### config.mk
export PLATFORM = sky130hd
export DESIGN_NAME = input_debounce_4ch
export DESIGN_NICKNAME = d
export VERILOG_FILES = /design/src/rtl/input_debounce_4ch.sv
export SDC_FILE = /design/constraint.sdc
export NUM_CORES = 1
export LEC_CHECK = 0
export BUFFER_PORTS_ARGS = -buffer_cell sky130_fd_sc_hd__buf_2
export CELL_PAD_IN_SITES_DETAIL_PLACEMENT = 0
export CELL_PAD_IN_SITES_GLOBAL_PLACEMENT = 2
export CORE_MARGIN = 2
export CORE_UTILIZATION = 40
export CTS_CLUSTER_DIAMETER = 50
export DETAILED_ROUTE_END_ITERATION = 12
export MAX_ROUTING_LAYER = met4
export PLACE_DENSITY_LB_ADDON = 0.1
export SYNTH_ARGS = -nofsm -noshare
export SYNTH_HDL_FRONTEND = slang
export SYNTH_SLANG_ARGS = --single-unit
### constraint.sdc
create_clock -name clk -period 1.9 [get_ports clk]
set_input_delay 0.38 -clock clk [delete_from_list [all_inputs] [get_ports clk]]
set_output_delay 0.38 -clock clk [all_outputs]
set_load 0.03 [all_outputs]
### src/rtl/input_debounce_4ch.sv
`default_nettype none
// ============================================================================
// Module   : input_debounce_4ch
// Brief    : Four independent input conditioners. Each channel is
//            synchronised, debounced with a consecutive-cycle counter, and
//            presented as a registered level plus a one-cycle rise pulse.
// Revision : 1.0 - initial release
// ============================================================================
module input_debounce_4ch #(
    parameter int unsigned DEBOUNCE_CYCLES = 16
) (
    input  logic clk,
    input  logic reset,
    input  logic raw_in1,
    input  logic raw_in2,
    input  logic raw_in3,
    input  logic raw_in4,
    output logic level1,
    output logic level2,
    output logic level3,
    output logic level4,
    output logic pulse1,
    output logic pulse2,
    output logic pulse3,
    output logic pulse4
);

    localparam int unsigned c_num_ch = 4;
    localparam int unsigned c_cnt_w  = (DEBOUNCE_CYCLES > 1) ? $clog2(DEBOUNCE_CYCLES) : 1;
    localparam logic [c_cnt_w-1:0] c_cnt_max = c_cnt_w'(DEBOUNCE_CYCLES - 1);

    wire [c_num_ch-1:0] w_raw;
    wire [c_num_ch-1:0] w_level;
    wire [c_num_ch-1:0] w_pulse;

    assign w_raw = {raw_in4, raw_in3, raw_in2, raw_in1};

    for (genvar ch = 0; ch < c_num_ch; ch++) begin : g_ch
        logic               r_s1;
        logic               r_s2;
        logic               r_stable;
        logic               r_pulse;
        logic [c_cnt_w-1:0] r_cnt;
        logic               w_differ;
        logic               w_accept;

        assign w_differ = r_s2 ^ r_stable;
        // The counter holds D-1 only when the disagreement has survived D edges.
        assign w_accept = w_differ && (r_cnt == c_cnt_max);

        always_ff @(posedge clk or negedge reset) begin
            if (!reset) begin
                r_s1     <= 1'b0;
                r_s2     <= 1'b0;
                r_stable <= 1'b0;
                r_pulse  <= 1'b0;
                r_cnt    <= '0;
            end else begin
                r_s1 <= w_raw[ch];
                r_s2 <= r_s1;

                if (!w_differ || w_accept) begin
                    r_cnt <= '0;
                end else begin
                    r_cnt <= r_cnt + 1'b1;
                end

                if (w_accept) begin
                    r_stable <= r_s2;
                end

                // Only accepted 0->1 transitions pulse; falls update level silently.
                r_pulse <= w_accept & r_s2;
            end
        end

        assign w_level[ch] = r_stable;
        assign w_pulse[ch] = r_pulse;
    end

    assign level1 = w_level[0];
    assign level2 = w_level[1];
    assign level3 = w_level[2];
    assign level4 = w_level[3];
    assign pulse1 = w_pulse[0];
    assign pulse2 = w_pulse[1];
    assign pulse3 = w_pulse[2];
    assign pulse4 = w_pulse[3];

endmodule
`default_nettype wire
Word-level counts from Yosys, hierarchy flattened
Cells that the tools add are included. W data, S select, Z words.

Memories: 0. Logic and storage cells: 52. Bits in read-only memories: 0. RAM bits: 0. Register bits: 32. Output and inout port bits: 8. Bits of input ports: 6. Latch bits: 0.

Divide/modulo/power cells: 0. Shift-type cells: 0. Muxes and demuxes: 4. Multiply operators: 0. $add $sub $neg: 4. Eq/ne operators: 4. Reduce and logical (&&, ||, !) cells: 12. $lt $le $gt $ge: 0. Bitwise logic cells: 8.

Operators by type and width (number): $add A4 B1 Y4 const B (4); $eq A4 B4 Y1 const B (4); $mux W4 (4); $and A1 B1 Y1 (4); $logic_and A1 B1 Y1 (4); $logic_not A1 Y1 (4); $logic_or A1 B1 Y1 (4); $xor A1 B1 Y1 (4).

Depth between registers and ports, before layout
Word-level depth: 4. Depth in mapped cells: 4. Depth with buffers taken out: 4.

Worst setup path before layout
OpenSTA, ideal clock, no wires.

Kind: reg2reg. Start point: reg g_ch[1].r_cnt[0]. End point: reg g_ch[1].r_stable, in the netlist level2. Required time: 1775 ps. Buffers on the path: 0. Cell stages (with the launch flop): 4. Arrival: 1016 ps. Library setup time: 125 ps. Clock period less this slack: 1141 ps. Path slack: 759 ps. Cells stage by stage: dfrtp_1 ha_1 nand3_2 mux2_4.

Longest elaborated chain between the ends: 2.

RTL lines: start, declared (RTL line 43) `logic [c_cnt_w-1:0] r_cnt;`; start signal, assigned (RTL line 65) `r_cnt <= r_cnt + 1'b1;`; $eq A4 B4 Y1 (RTL line 49) `assign w_accept = w_differ && (r_cnt == c_cnt_max);`; $logic_and A1 B1 Y1 (RTL line 49); end signal, assigned (RTL line 69) `r_stable <= r_s2;`; end, declared (RTL line 41) `logic r_stable;`.

No other way between the ends. A chain may end at the register's enable or synchronous reset.

Worst setup path after layout
Start point: reg g_ch[0].r_stable, in the netlist level1. End point: out level1.

RTL lines: start, declared (RTL line 41); start signal, assigned (RTL line 69); end, declared (RTL line 18) `output logic level1,`.

No word-level cell between the ends.

==> results.txt <==
Tot GR Track Use: 0.117
Clock transition at path regs: 90 ps
Resized cells post-CTS: 0
Placeable Area: 3030 um^2
Reg2reg setup slack: 710 ps
# IOs: 14
Seq/Total Area, Yosys: 0.636
Leakage: 0.710 nW
Combinational Power Share: 0.060
Endpoints failing setup: 0
Cells along the critical path: buf_2
Initial antenna violation count: 0
Yosys warns: 0
Class of the worst hold path: in -> async
Final Hold Viols: 0
Max cap viols: 0
Placed Cells: 145
F_max: 741 MHz
Iter 0 DRT Violations: 18
Layout Skew: 5.66 ps
CP Buf/Inv Count: 1
Number of global-route vias before repair: 625
R2R depth: 3
Syn Nets: 98
Cell variety after synth: 12
Setup bufs post-CTS: 0
Switching pwr: 0.269 mW
Pre-Repair DR Iteration Count: 3
Internal: 0.926 mW
Pin count of the biggest net entering global routing: 33
Synth Cell Area: 1260 um^2
Post-route cell area: 1440 um^2
Cell Rows: 20
Delay of the slowest critical-path stage: 420 ps
Port Buffers: 13
# nets final: 118
WL met1: 720 um
Status: complete, no violations
Sequential share of power: 0.612
Syn Area/Cell: 14.3 um^2
Clk_lat worst skew: 320 ps
Via count: 657
Synth top area cells: dfrtp_1 64%, xnor2_1 5.6%, mux2_4 4.8%
RSZ-0062 raised after global routing: false
# clock sinks: 32
CTS tree: done
Pins Over Slew Limit: 0
Clock power frac: 0.327
Non-Filler Instances: 153
Die Ht: 60.1 um
Post-layout power: 1.19 mW
DRT antenna net count: 0
First-pass GRT wire length: 2.72 mm
Grt ovf: 0
Post-Syn Instances: 88
Initial Util: 0.416
ANT cells: 0
CP Class: reg -> out
Worst Max-Slew Pin Slew: 680 ps
DIE WIDTH: 60.1 um
Data required, critical path: 1520 ps
H-tree Lvls: 2
FF+latch count, synth: 32
Reg-to-Reg End: level2$_DFFE_PN0P_
Relative slew slack: 0.547
DIE AREA: 3610 um^2
Synth top area share: 0.636
Global placement routability congestion: 0.719
Root Buffer: clkbuf_4
CP max-delay cell: dfrtp_1
Critical Path Start Type: register
Detailed placer's ending HPWL: 1.09 mm
Crit. End Element: output pin
DRT Wirelength: 1.58 mm
Tcrit/Tclk final: 0.710
Top sig layer: met4
Post-detailed-route DRC marker count: 0
Met2 WL: 711 um
WL per Instance: 10.3 um
Pwr/cell area: 831 nW/um^2
CTS buffer count: 5
Setup TNS: 0 ps
Synth area leader: dfrtp_1
Largest fanout on the critical path: 4
Switching share of power: 0.225
WL met3: 79 um
Syn-to-layout area delta: 14.2%
Critical path origin: level1$_DFFE_PN0P_
Reg2reg start: g_ch[1].r_cnt[0]$_DFF_PN0_
Worst path depth: 1
CP delay by family, top: flip-flops
Hold Buf Count CTS: 0
Placed cell area: 1380 um^2
VDD IR max: 0.000363 V
Share of cells above drive strength 1: 0.284
Max clock buf depth: 2
Via/cell ratio: 4.29
CP arrival: 970 ps
Final Critical Period: 1350 ps
## area by class of cell
class	count	area, um^2
Timing Repair Buffer	13	65.1
Inverter	4	15.0
Clock buffer	8	58.8
Multi-Input combinational cell	52	443
Tap cell	44	55.1
Sequential cell	32	801
Fill cell	292	1590
## sequential cells by signal (all words and copies together), names as in the netlist
| name | count |
|---|---|
| pulse3 | 1 |
| level3 | 1 |
| g_ch.r_s1 | 4 |
| g_ch.r_cnt | 16 |
| pulse4 | 1 |
| level4 | 1 |
| pulse2 | 1 |
| pulse1 | 1 |
| level1 | 1 |
| g_ch.r_s2 | 4 |
| level2 | 1 |
## metal layers
layer | vias up | global-route usage
met5 | - | -
met4 | 0 | 0.105
met3 | 8 | 0.0519
met2 | 15 | 0.158
met1 | 310 | 0.126
li1 | 324 | -
## Yosys cell counts
cell type / n
dfrtp_1: 32
ha_1: 4
inv_1: 4
mux2_4: 4
nand2b_4: 4
nand3_1: 4
nand3_2: 1
nand3_4: 3
nor2_1: 16
nor3b_1: 4
xnor2_1: 8
xor2_1: 4
## metrics by stage
| stage | hold WS [ps] | setup WS, ps | utilization |
|---|---|---|---|
| floorplan | 84.4 | 759 | - |
| global placement | 332 | 741 | 0.455 |
| detailed placement | 336 | 717 | 0.455 |
| CTS | 100 | 519 | 0.475 |
| global route | 122 | 483 | 0.475 |
| finish | 83.8 | 551 | 0.475 |
## worst max-delay path by stage
stage                    endpoint  slack [ps]
2_1_floorplan  level2$_DFFE_PN0P_         760
3_3_place_gp   level2$_DFFE_PN0P_         740
3_5_place_dp   level2$_DFFE_PN0P_         720
4_1_cts                    level3         520
5_1_grt                    level3         480
6_report                   level1         550
## placed cells by master (no fill, tap or decap)
| cell type | instances |
|---|---|
| mux2_4 | 4 |
| nand3_2 | 1 |
| nor3b_1 | 4 |
| dfrtp_1 | 32 |
| nand3_4 | 3 |
| clkbuf_8 | 1 |
| xnor2_1 | 8 |
| inv_1 | 4 |
| nand2b_4 | 4 |
| buf_2 | 13 |
| nand3_1 | 4 |
| clkbuf_4 | 5 |
| clkbuf_1 | 2 |
| nor2_1 | 16 |
| xor2_1 | 4 |
| ha_1 | 4 |
## power by group through the flow
stage | sequential [mW] | clock, mW | combinational [mW]
floorplan | 0.742 | 0 | 0.0490
global placement | 0.745 | 0 | 0.0739
detailed placement | 0.745 | 0 | 0.0745
CTS | 0.732 | 0.414 | 0.0753
global route | 0.736 | 0.444 | 0.0858
finish | 0.731 | 0.391 | 0.0723
## kinds of logic after synthesis
group | count (synthesis) | share of synthesized area
XOR/XNOR | 12 | 0.0835
buffers and inverters | 4 | 0.0119
adder cells (fa/ha/maj) | 4 | 0.0398
multiplexers | 4 | 0.0477
flip-flops | 32 | 0.636
AND/OR/NAND/NOR | 32 | 0.181
Power figures use the tool's default switching activity.
